**src/rtl/store_narrow.sv**
```systemverilog
// Store-side narrowing unit: turns a register value, byte address and size into one
// word-aligned big-endian memory write, holds it until ack or timeout, then reports.
module store_narrow #(
  parameter int unsigned TIMEOUT = 16
) (
  input  logic        clk,
  input  logic        rst_n,
  input  logic        req_valid,
  output logic        req_ready,
  input  logic [31:0] req_addr,
  input  logic [31:0] req_data,
  input  logic [1:0]  req_size,
  output logic        mem_valid,
  output logic [31:0] mem_addr,
  output logic [31:0] mem_wdata,
  output logic [3:0]  mem_be,
  input  logic        mem_ack,
  output logic        done,
  output logic        misalign,
  output logic        timeout
);

  typedef enum logic [1:0] {IDLE, ISSUE, FINISH} state_t;

  localparam logic [15:0] CNT_LAST = 16'(TIMEOUT - 1);

  state_t      state_q, state_d;
  logic [15:0] cnt_q, cnt_d;
  logic [31:0] addr_q, addr_d;
  logic [31:0] wdata_q, wdata_d;
  logic [3:0]  be_q, be_d;
  logic        misal_q, misal_d;
  logic        tout_q, tout_d;

  logic [3:0]  be_n;
  logic [31:0] wdata_n;
  logic        bad_n;

  // Lane steering of the incoming request; only consumed when a request is accepted.
  always_comb begin
    // NOTE: every always_comb output gets a default first so no path can infer a latch.
    be_n    = 4'b0000;
    wdata_n = req_data;
    bad_n   = 1'b0;
    unique case (req_size)
      2'b00: begin
        be_n    = 4'b1000 >> req_addr[1:0];
        wdata_n = {4{req_data[7:0]}};
      end
      2'b01: begin
        be_n    = req_addr[1] ? 4'b0011 : 4'b1100;
        wdata_n = {2{req_data[15:0]}};
        bad_n   = req_addr[0];
      end
      2'b10: begin
        be_n  = 4'b1111;
        bad_n = |req_addr[1:0];
      end
      default: bad_n = 1'b1;
    endcase
  end

  always_comb begin
    state_d = state_q;
    cnt_d   = cnt_q;
    addr_d  = addr_q;
    wdata_d = wdata_q;
    be_d    = be_q;
    misal_d = misal_q;
    tout_d  = tout_q;
    unique case (state_q)
      IDLE: begin
        if (req_valid) begin
          addr_d  = {req_addr[31:2], 2'b00};
          wdata_d = wdata_n;
          be_d    = be_n;
          misal_d = bad_n;
          tout_d  = 1'b0;
          cnt_d   = '0;
          state_d = bad_n ? FINISH : ISSUE;
        end
      end
      ISSUE: begin
        // An ack on the last allowed cycle still counts as success.
        if (mem_ack) begin
          state_d = FINISH;
        end else if (cnt_q == CNT_LAST) begin
          tout_d  = 1'b1;
          state_d = FINISH;
        end else begin
          cnt_d = cnt_q + 16'd1;
        end
      end
      FINISH:  state_d = IDLE;
      default: state_d = IDLE;
    endcase
  end

  always_ff @(posedge clk or negedge rst_n) begin
    // NOTE: sequential state uses non-blocking assignments only, so every flop samples
    // the pre-edge value of its neighbours regardless of statement order.
    if (!rst_n) begin
      state_q <= IDLE;
      cnt_q   <= '0;
      addr_q  <= '0;
      wdata_q <= '0;
      be_q    <= '0;
      misal_q <= 1'b0;
      tout_q  <= 1'b0;
    end else begin
      state_q <= state_d;
      cnt_q   <= cnt_d;
      addr_q  <= addr_d;
      wdata_q <= wdata_d;
      be_q    <= be_d;
      misal_q <= misal_d;
      tout_q  <= tout_d;
    end
  end

  // Outputs come from flops or state decode only; nothing from req_* or mem_ack leaks through.
  assign req_ready = (state_q == IDLE);
  assign mem_valid = (state_q == ISSUE);
  assign done      = (state_q == FINISH);
  assign misalign  = done & misal_q;
  assign timeout   = done & tout_q;
  assign mem_addr  = addr_q;
  assign mem_wdata = wdata_q;
  assign mem_be    = be_q;

endmodule

```
**config.mk**
```make
export PLATFORM = sky130hd
export DESIGN_NAME = store_narrow
export DESIGN_NICKNAME = d
export VERILOG_FILES = /design/src/rtl/store_narrow.sv
export SDC_FILE = /design/constraint.sdc
export NUM_CORES = 1
export LEC_CHECK = 0
export CORE_UTILIZATION = 45
export DETAILED_ROUTE_END_ITERATION = 7
export GPL_ROUTABILITY_DRIVEN = 0
export PLACE_DENSITY_LB_ADDON = 0.25
export SYNTH_ARGS = -nofsm -noshare
export SYNTH_HDL_FRONTEND = slang
export SYNTH_SLANG_ARGS = --single-unit
export TNS_END_PERCENT = 30
```
**constraint.sdc**
```tcl
create_clock -name clk -period 2.8 [get_ports clk]
set_input_delay 0.56 -clock clk [delete_from_list [all_inputs] [get_ports clk]]
set_output_delay 0.56 -clock clk [all_outputs]
set_load 0.005 [all_outputs]
```
# Yosys cells after proc, flatten, opt, wreduce, memory -nomap -nowiden
# Index checks and enable logic that the tools add are counted.
# Widths: inputs -> output; s select.
# word_totals
register_bits	86
input_bits	70
wordCells	46
# op_classes
n_addsub	1
eq_ne	10
shift	1
mux	17
bitwise_logic	2
n_reduce_logical	8
# ops
op	n
$pmux 32 s2	1
$mux 16	3
$pmux 16 s2	1
$add 16x1->16 const B	1
$eq 16x4->1 const B	1
$pmux 4 s3	1
$mux 2	4
$reduce_and 4->1	2
$ne 2x2->1 const B	3
$eq 2x1->1 const B	2
$eq 2x2->1 const B	2
$logic_not 2->1	2
$mux 4	1
$pmux 2 s2	1
$reduce_and 2->1	2
$shr 4x2->4 const A	1
$mux 1	3
$ne 3x1->1 const B	1
$pmux 1 s3	1
$and 1x1->1	2
$ne 2x1->1 const B	1
$pmux 1 s2	1
$reduce_bool 2->1	1
$reduce_or 2->1	1

# Longest topological paths before layout
# Gate-level depths: netlist of the first run.
# logic_depth
ltp_word	5
ltp_mapped	7
depth_no_buf	5

# Worst setup path before layout of the first run
# OpenSTA, ideal clock, no wires.
# synth_path
path_kind	register to register
startpoint	reg cnt_q[4]
endpoint	reg cnt_q[13]
setup_time_ns	0.138
arrival_time_ns	1.973
required_ns	2.662
setup_slack_ns	0.689
stages_incl_launch_ff	7
period_less_slack_ns	2.111
cell_sequence	dfrtp_1 or4_1 or4_1 buf_6 buf_8 a41oi_1 a31oi_1
# synth_via
elab_chain_cells	4
# synth_rtl
element	line_no	source
from (decl)	28	logic [15:0] cnt_q, cnt_d;
from (signal assigned)	112	cnt_q <= cnt_d;
$add 16x1->16	91	cnt_d = cnt_q + 16'd1;
$mux 16	87	end else if (cnt_q == CNT_LAST) begin
$mux 16	85	if (mem_ack) begin
$pmux 16 s2	71	unique case (state_q)
# Several ways; a longest one is shown, not always the timed one. The select of a mux whose other input is x is not followed.
# A chain may end at the register's enable or synchronous reset.

# Final worst setup path of the first run
# layout_path
startpoint	reg cnt_q[4]
endpoint	reg cnt_q[1]
# layout_via
elab_chain_cells	3
# layout_rtl
element	line_no
$eq 16x4->1	87
$ne 2x2->1 (no line)	n/a
$reduce_and 4->1 (no line)	n/a
# Every way passes these cells.

==> out/qor.txt, run 1 <==
endpoint of the lowest-slack register-to-register path - cnt_q[1]
Post-Route WL - 10500 um
fillers - 678
root buf cell - clkbuf_8
TritonCTS sink count - 86
number of synthesized flops with an enable pin - 0
top cell type's share of synthesized area - 53.9%
antenna violations before repair - 0
final setup violation count - 0
crit end category - flop
element type at the critical path start - flop
number of top-level pins - 143
Sw Pwr - 1350 uW
Clock Path Buffers - 2
number of buffers added on ports - 140
global routing met2 resource utilization - 39.5%
final critical-path setup slack - 0.302 ns
growth of design area from synthesis to finish - 42.4%
sequential power share - 43.1%
Yosys warning count - 0
Core Util, Final - 67.8%
maximum achievable frequency - 400 MHz
initial standard-cell utilization of the core - 47.6%
total of cells resized after clock tree synthesis - 0
asr flop ratio synth - 100%
endpoint required time on the critical path - 3.05 ns
Final Hold Viols - 0
combinational power share - 38.0%
first-pass GRT wire length - 17300 um
switching power as a share of total power - 31.6%
worst-case reg-to-reg path depth - 4
Synth Cell Area - 3990 um^2
DRC violations left - 0
final clock period utilization by the worst path - 89.2%
largest cells by area after synthesis - dfrtp_1 54%, nand2_1 15%, mux2i_1 6.3%, o21ai_0 4.5%, a21oi_1 1.9%
classification of the worst-slack hold path - in2async
TritonCTS Buffers - 9
pin count of the biggest net entering global routing - 60
part of the Yosys area used for sequential elements - 53.9%
critical path arrival - 2.75 ns
dominant register cell in the synthesized netlist - dfrtp_1
final layout net count - 650
Post-CTS Repair Setup Buffers - 0
number of diodes - 0
Vias per Instance - 5.28
Die Span Y - 96.2 um
unrepaired setup endpoints after global routing - false
VDD IR max - 0.000501 V
die boundary width - 96.2 um
Detail Placement HPWL - 7710 um
Worst-path clk slew - 0.09 ns
met3 demand-to-capacity share in global routing - 7.19%
number of unique standard cell types used by synthesis - 43
footprint of the multi-input gates - 1690 um^2
number of placement rows - 33
Clk network pwr share - 18.9%
remaining number of nets flagged by the antenna check after routing - 0
Tmin final - 2.50 ns
transition time at the pin with the least slew margin - 0.643 ns
total grt overflow - 0
Leakage - 0.00259 uW
drt wl/cell - 15.3 um
syn_area_per_cell - 9.01 um^2
worst slew margin relative to its limit - 57.1%
Crit. Startpoint - cnt_q[4]
CP Max Fanout - 16
Die Outline Area - 9250 um^2
overall routing resource usage - 24.7%
Final Max Slew Viols - 0
TritonCTS clock tree - built
count of routing violations after the opening detailed-route iteration - 160
number of buffers inserted for hold repair after clock tree synthesis - 0
CP Capture Point - cnt_q[1]
detailed-router iteration count before antenna repair - 4
internal cell power - 2930 uW
fraction of final layout cells sized beyond drive strength 1 - 6.68%
Global Route met1 Usage - 30.9%
number of instances in the synthesized netlist - 443
most congested layer reported by global routing - met2
final worst clock skew - 0.0103 ns
cell type contributing the most total cell area after synthesis - dfrtp_1
final-layout setup total negative slack - 0 ns
total vias in the final route - 3641
most used standard cell by instance count after synthesis - nand2_1
worst slack at placement - 0.318 ns
worst reg-to-reg setup slack - 0.30 ns
post-synthesis register bit count - 86
max cap viols - 0
Seq. cell area - 2150 um^2
vias in the first global route - 3632
total core area - 8380 um^2
run status - finished clean
clock latency of the later-clocked register in the worst-skew pair - 0.36 ns
top post-synthesis cells by count - 155 x nand2_1, 86 x dfrtp_1, 36 x o21ai_0
number of H-tree branching levels - 3
Setup CP Type - reg2reg
startpoint of the worst register-to-register path - cnt_q[4]
Power per Cell Area - 754 nW/um^2
## worst min path at each step
stage | to | slack [ns] | startpoint | depth (start not counted)
global placement | misal_q | 0.45 | misal_q | 2
floorplan | cnt_q[0] | 0.26 | rst_n | 0
CTS | mem_wdata[29] | 0.12 | rst_n | 1
global route | mem_wdata[19] | 0.13 | rst_n | 1
detailed placement | misal_q | 0.46 | misal_q | 2
finish | mem_wdata[24] | 0.11 | rst_n | 1
## worst max-delay path, stage by stage (launching register included)
cell,delay [ns]
dfrtp_1,0.45
or4_1,0.57
or4_1,0.87
and3_1,0.32
a31o_1,0.18
## cell usage in the layout, fill, tap and decap left out, types with 2 or more instances in the layout
cell type        netlist  routed
nand2_1              155     154
clkdlybuf4s50_1        0     139
dfrtp_1               86      86
o21ai_0               36      36
mux2i_1               25      25
nor2_1                19      19
a21oi_1               15      15
buf_4                  2      13
a31oi_1               11      11
clkbuf_8               0      10
inv_1                  6       6
nand4_1                6       6
nand3_1                5       5
nand2b_1               4       4
or4_1                  4       4
and3_1                 4       4
and2_1                 3       3
nor4_1                 3       3
o211ai_1               3       3
nor3_1                 3       3
o21a_1                 3       3
clkinvlp_4             0       3
nor2b_1                2       2
a31o_2                 2       2
a21o_1                 2       2
a41oi_1                2       2
conb_1                 1       2
## cells by family (layout without fill, tap and decap cells)
group	after synthesis	in the layout	synth area share (%)
other cells	1	2	0.0939
fa+ha+maj	1	1	0.313
simple gates	211	211	22.2
compound gates	84	84	13.3
mux	25	25	6.27
buf+inv	35	175	3.98
flops	86	86	53.9
## flip-flops by register name, summed over array words and instances (netlist names)
register,flops
cnt_q,16
mem_wdata,32
tout_q,1
mem_be,4
state_q,2
mem_addr,30
misal_q,1
## per-stage QoR
step / instances / hold WS, ns / power (uW) / instance area [um^2]
CTS: 689 / 0.118 / 4330 / 5690
floorplan: 444 / 0.264 / 2410 / 4000
finish: 689 / 0.111 / 4280 / 5690
detailed placement: 673 / 0.459 / 3520 / 5500
global route: 689 / 0.131 / 4590 / 5690
global placement: 673 / 0.452 / 3460 / 5500
## area by class of cell
cell class	count	share of cell area, %
Clock buffer	10	2.42
Multi-Input combinational cell	323	29.7
Timing Repair Buffer	153	26.5
Clock inverter	6	0.792
Tap cell	105	2.31
Sequential cell	86	37.9
Inverter	6	0.396
## power by group through the flow
stage	clock network (uW)	logic, uW	registers (uW)
detailed placement	0	1640	1870
CTS	828	1650	1850
floorplan	0	529	1890
finish	809	1630	1850
global placement	0	1610	1850
global route	881	1800	1900
## routing by layer
metal / part of all wire (%) / up-vias
met1: 43 / 1697
met3: 8.0 / 23
met5: 0 / -
met4: 2.7 / 0
li1: - / 1773
met2: 46 / 148
Power figures use the tool's default switching activity.
==> run 2: changes to the inputs <==
Settings changed: CORE_MARGIN set to 10, CORE_UTILIZATION 45 to 60, DONT_BUFFER_PORTS set to 1.
==> out/qor.txt, run 2 (same netlist as run 1, synthesis figures left out) <==
run status - finished clean
unrepaired setup endpoints after global routing - false
die boundary width - 102 um (+5.6%)
TritonCTS Buffers - 9 (unchanged)
Final Hold Viols - 0 (unchanged)
footprint of the multi-input gates - 1690 um^2 (unchanged)
growth of design area from synthesis to finish - 6.14%
max cap viols - 0 (unchanged)
delay of the slowest critical-path stage - 0.56 ns (-0.31 ns)
worst slew margin relative to its limit - 50.3% (-6.8 points)
Final Max Slew Viols - 0 (unchanged)
cell count after placement - 499 (-26%)
number of top-level pins - 143 (unchanged)
max reg flops - 32 (unchanged)
detailed-router iteration count before antenna repair - 5 (+1)
final worst clock skew - 0.00743 ns (-0.00288 ns)
TritonCTS sink count - 86 (unchanged)
classification of the worst-slack hold path - in2async
fraction of final layout cells sized beyond drive strength 1 - 6.85% (+0.17 points)
number of placement rows - 29 (-12%)
total vias in the final route - 3112 (-15%)
number of diodes - 0 (unchanged)
DRC violations left - 0 (unchanged)
transition time at the pin with the least slew margin - 0.738 ns (+0.0947 ns)
number of buffers added on ports - 0 (-100%)
total core area - 6420 um^2 (-23%)
Slowest cell on crit path - or4_1
final-layout setup total negative slack - 0 ns (unchanged)
antenna violations before repair - 0 (unchanged)
Seq. cell area - 2150 um^2 (unchanged)
Post-Route WL - 10300 um (-2.6%)
CP Max Fanout - 8 (-8)
initial standard-cell utilization of the core - 62.2% (+15 points)
Vias per Instance - 6.04 (+14%)
Die Span Y - 102 um (+5.6%)
Die Outline Area - 10300 um^2 (+11%)
remaining number of nets flagged by the antenna check after routing - 0 (unchanged)
filler-free cell count of the finished design - 515 (-25%)
VDD IR max - 0.000495 V (-1.2%)
Worst-path clk slew - 0.09 ns (about the same)
drt wl/cell - 19.9 um (+30%)
critical path arrival - 2.68 ns (-0.07 ns)
Detail Placement HPWL - 7350 um (-4.6%)
TritonCTS clock tree - built
endpoint required time on the critical path - 3.08 ns (+0.03 ns)
Leakage - 0.00205 uW (-21%)
most frequent standard cell in the layout excluding fill and tap cells - nand2_1
crit end category - flop
number of H-tree branching levels - 3 (unchanged)
final setup violation count - 0 (unchanged)
fillers - 518 (-24%)
Post-CTS Repair Setup Buffers - 0 (unchanged)
overall routing resource usage - 19.7% (-5.0 points)
Setup CP Type - reg2reg
Clock Path Buffers - 2 (unchanged)
count of routing violations after the opening detailed-route iteration - 169 (+5.6%)
crit-path cells - or4_1 > nor4_1 > o21ai_0 > buf_4 > a31oi_1
worst reg-to-reg setup slack - 0.39 ns (+0.09 ns)
vias in the first global route - 3056 (-16%)
first-pass GRT wire length - 15900 um (-7.9%)
Power per Cell Area - 827 nW/um^2 (+9.8%)
maximum achievable frequency - 415 MHz (+3.8%)
Tmin final - 2.41 ns (-0.0915 ns)
root buf cell - clkbuf_8
clock latency of the later-clocked register in the worst-skew pair - 0.36 ns (about the same)
pin count of the biggest net entering global routing - 95 (+58%)
final clock period utilization by the worst path - 86.0% (-3.3 points)
final layout net count - 505 (-22%)
total grt overflow - 0 (unchanged)
element type at the critical path start - flop
highest-count cells in the layout ignoring fill and taps - 154 x nand2_1, 86 x dfrtp_1, 36 x o21ai_0, 25 x mux2i_1, 19 x nor2_1
-- run 2: cell types whose count changed in the layout (fill, tap and decap cells not counted), sizes merged --
| cell | change |
|---|---|
| clkbuf | +1 |
| clkinv | -2 |
| buf | -6 |
| clkinvlp | -2 |
| bufinv | +1 |
| inv | +1 |
| clkdlybuf4s50 | -139 |
-- run 2: cell type report --
class	count	share of cell area [%]
Clock inverter	4	1.30
Inverter	6	0.531
Multi-Input combinational cell	323	39.8
Sequential cell	86	50.8
Timing Repair Buffer	8	2.18
Tap cell	77	2.27
Clock buffer	11	3.10
-- run 2: layer usage --
| metal | track usage [%] | vias to the layer above | routed length (um) |
|---|---|---|---|
| li1 | - | 1473 | - |
| met1 | 23.3 | 1458 | 4060 |
| met2 | 30.4 | 164 | 4730 |
| met3 | 8.30 | 17 | 1240 |
| met4 | 9.46 | 0 | 233 |
| met5 | 0 | - | 0 |
-- run 2: final timing paths --
kind | to | start | depth (start not counted)
setup / recovery | cnt_q[11] | cnt_q[4] | 5
hold / removal | mem_wdata[27] | rst_n | 1
setup reg to reg | cnt_q[11] | cnt_q[4] | 5
hold reg to reg | state_q[1] | state_q[1] | 1
max in group asynchronous | cnt_q[5] | rst_n | 1
min in group clk | mem_addr[29] | req_addr[29] | 2
-- run 2: what timing repair did --
| item | CTS | global route |
|---|---|---|
| resized for setup | 0 | 0 |
| endpoints found under the hold margin | 86 | 0 |
| hold buffers | 1 | 0 |
-- run 2: metrics by stage --
stage | utilization [%] | hold WS [ns] | area (um^2) | setup slack, ns | power, uW
2_1_floorplan | - | 0.264 | 4000 | 0.689 | 2410
3_3_place_gp | 62.7 | 0.267 | 4020 | 0.543 | 2630
3_5_place_dp | 62.7 | 0.267 | 4020 | 0.487 | 2670
4_1_cts | 66.0 | 0.107 | 4240 | 0.472 | 3540
5_1_grt | 66.0 | 0.102 | 4240 | 0.248 | 3740
6_report | 66.0 | 0.0746 | 4240 | 0.393 | 3500
-- run 2: report_power, final --
group	leakage, uW	switching (uW)	total (uW)	internal [uW]
Combinational	0.000867	416	664	248
Clock	0.0000904	440	854	415
Sequential	0.00109	355	1990	1630
Total	0.00205	1210	3500	2290
-- run 2: worst max-delay path: cells and delay by family, from the launching register on --
family | cells | cell delay (ns)
compound gates | 2 | 0.55
buf+inv | 1 | 0.27
flops | 1 | 0.45
simple gates | 2 | 1.04
==> run 3: changes to the inputs <==
Clock period 2.8 ns to 2.61 ns, I/O delays scaled along.
==> out/qor.txt, run 3 (same netlist as run 1, synthesis figures left out) <==
TritonCTS Buffers - 9 (unchanged)
detailed-router iteration count before antenna repair - 5 (unchanged)
TritonCTS clock tree - built
total vias in the final route - 3108 (-0.13%)
TritonCTS sink count - 86 (unchanged)
most frequent standard cell in the layout excluding fill and tap cells - nand2_1
overall routing resource usage - 19.9% (+0.17 points)
Vias per Instance - 5.99 (-0.90%)
antenna violations before repair - 0 (unchanged)
number of diodes - 0 (unchanged)
element type at the critical path start - flop
maximum achievable frequency - 447 MHz (+7.6%)
final clock period utilization by the worst path - 85.7% (-0.28 points)
Clock Path Buffers - 2 (unchanged)
Post-Route WL - 10400 um (+0.91%)
total grt overflow - 0 (unchanged)
run status - finished clean
most used cell along the critical path - or4_1
final layout net count - 508 (+0.59%)
number of buffers added on ports - 0 (unchanged)
number of H-tree branching levels - 3 (unchanged)
Final Hold Viols - 0 (unchanged)
Top delay family on crit path - simple AND/OR/NAND/NOR gates
Worst-path clk slew - 0.09 ns (about the same)
number of placement rows - 29 (unchanged)
final worst clock skew - 0.00907 ns (+0.00164 ns)
max reg flops - 32 (unchanged)
delay of the slowest critical-path stage - 0.55 ns (about the same)
total core area - 6420 um^2 (unchanged)
clock latency of the later-clocked register in the worst-skew pair - 0.35 ns (about the same)
crit end category - flop
classification of the worst-slack hold path - in2async
Die Span Y - 102 um (unchanged)
max cap viols - 0 (unchanged)
final-layout setup total negative slack - 0 ns (unchanged)
growth of design area from synthesis to finish - 7.87%
Tmin final - 2.24 ns (-0.171 ns)
initial standard-cell utilization of the core - 62.2% (unchanged)
number of top-level pins - 143 (unchanged)
transition time at the pin with the least slew margin - 0.889 ns (+0.152 ns)
number of buffer and inverter instances along the worst setup path - 1 (unchanged)
first-pass GRT wire length - 16100 um (+1.3%)
Power per Cell Area - 914 nW/um^2 (+11%)
die boundary width - 102 um (unchanged)
highest-count cells in the layout ignoring fill and taps - 154 x nand2_1, 86 x dfrtp_1, 36 x o21ai_0, 25 x mux2i_1, 19 x nor2_1
count of routing violations after the opening detailed-route iteration - 187 (+11%)
endpoint required time on the critical path - 2.84 ns (-0.24 ns)
vias in the first global route - 3017 (-1.3%)
Die Outline Area - 10300 um^2 (unchanged)
Slowest cell on crit path - or4_1
Post-CTS Repair Setup Buffers - 0 (unchanged)
critical path arrival - 2.47 ns (-0.21 ns)
Detail Placement HPWL - 7530 um (+2.4%)
fraction of final layout cells sized beyond drive strength 1 - 7.92% (+1.1 points)
VDD IR max - 0.000488 V (-1.4%)
crit-path cells - or4_1 > or4_1 > buf_4 > and3_1 > a31o_1
fillers - 522 (+0.77%)
Leakage - 0.00209 uW (+1.9%)
root buf cell - clkbuf_8
pin count of the biggest net entering global routing - 87 (-8.4%)
remaining number of nets flagged by the antenna check after routing - 0 (unchanged)
worst slew margin relative to its limit - 40.5% (-9.8 points)
drt wl/cell - 19.9 um (+0.13%)
cell count after placement - 502 (+0.60%)
Final Max Slew Viols - 0 (unchanged)
final setup violation count - 0 (unchanged)
filler-free cell count of the finished design - 519 (+0.78%)
Setup CP Type - reg2reg
DRC violations left - 0 (unchanged)
sum of internal, switching and leakage power - 3940 uW (+12%)
unrepaired setup endpoints after global routing - false
CP Max Fanout - 8 (unchanged)
## run 3: layout make-up
| type | instances | area [um^2] | share of cell area [%] |
|---|---|---|---|
| flip-flops and latches | 86 | 2150 | 50.0 |
| repair buffers | 11 | 115 | 2.67 |
| clock inverters | 4 | 77.6 | 1.80 |
| clock buffers | 12 | 155 | 3.60 |
| inverters | 6 | 22.5 | 0.523 |
| well taps | 77 | 96.3 | 2.24 |
| multi-input cells | 323 | 1690 | 39.2 |
## run 3: repair_timing
item / CTS / global route
hold buffers: 1 / 0
endpoints found under the setup margin: 0 / 0
endpoints found under the hold margin: 86 / 0
resized for setup: 0 / 0
## run 3: worst reg2reg max path, stage by stage, from the launching register on
cell and delay (ns):
dfrtp_1 0.45, or4_1 0.55, or4_1 0.55, buf_4 0.18, and3_1 0.19, a31o_1 0.19
## run 3: layer usage
layer	share of wire [%]	vias to the layer above	track usage [%]
met1	41	1467	24.4
met2	46	152	30.3
met3	11	12	8.65
met5	0	-	0
met4	1.7	0	7.48
li1	-	1477	-
## run 3: final timing paths
path	start	endpoint	slack, ns	depth (start not counted)
max	cnt_q[4]	cnt_q[1]	0.37	5
min	rst_n	mem_wdata[26]	0.06	1
max reg2reg	cnt_q[4]	cnt_q[1]	0.37	5
min reg2reg	state_q[1]	state_q[1]	0.48	1
max in group asynchronous	rst_n	mem_addr[20]	2.20	1
min in group clk	req_addr[29]	mem_addr[29]	0.27	2
## run 3: metrics by stage
step                      cell area [um^2]  utilization [%]  worst slack (ns)  hold WS (ns)
after floorplan                       4000                -             0.499         0.226
after global placement                4050             63.0             0.462         0.229
after detailed placement              4050             63.0             0.395         0.229
after CTS                             4310             67.1             0.367        0.0788
after global routing                  4310             67.1             0.304        0.0646
final                                 4310             67.1             0.374        0.0617
## run 3: report_power, final
part / total (uW) / switching [uW] / internal, uW
Combinational: 730 / 456 / 274
Clock: 1070 / 475 / 598
Sequential: 2130 / 384 / 1750
Total: 3940 / 1310 / 2620
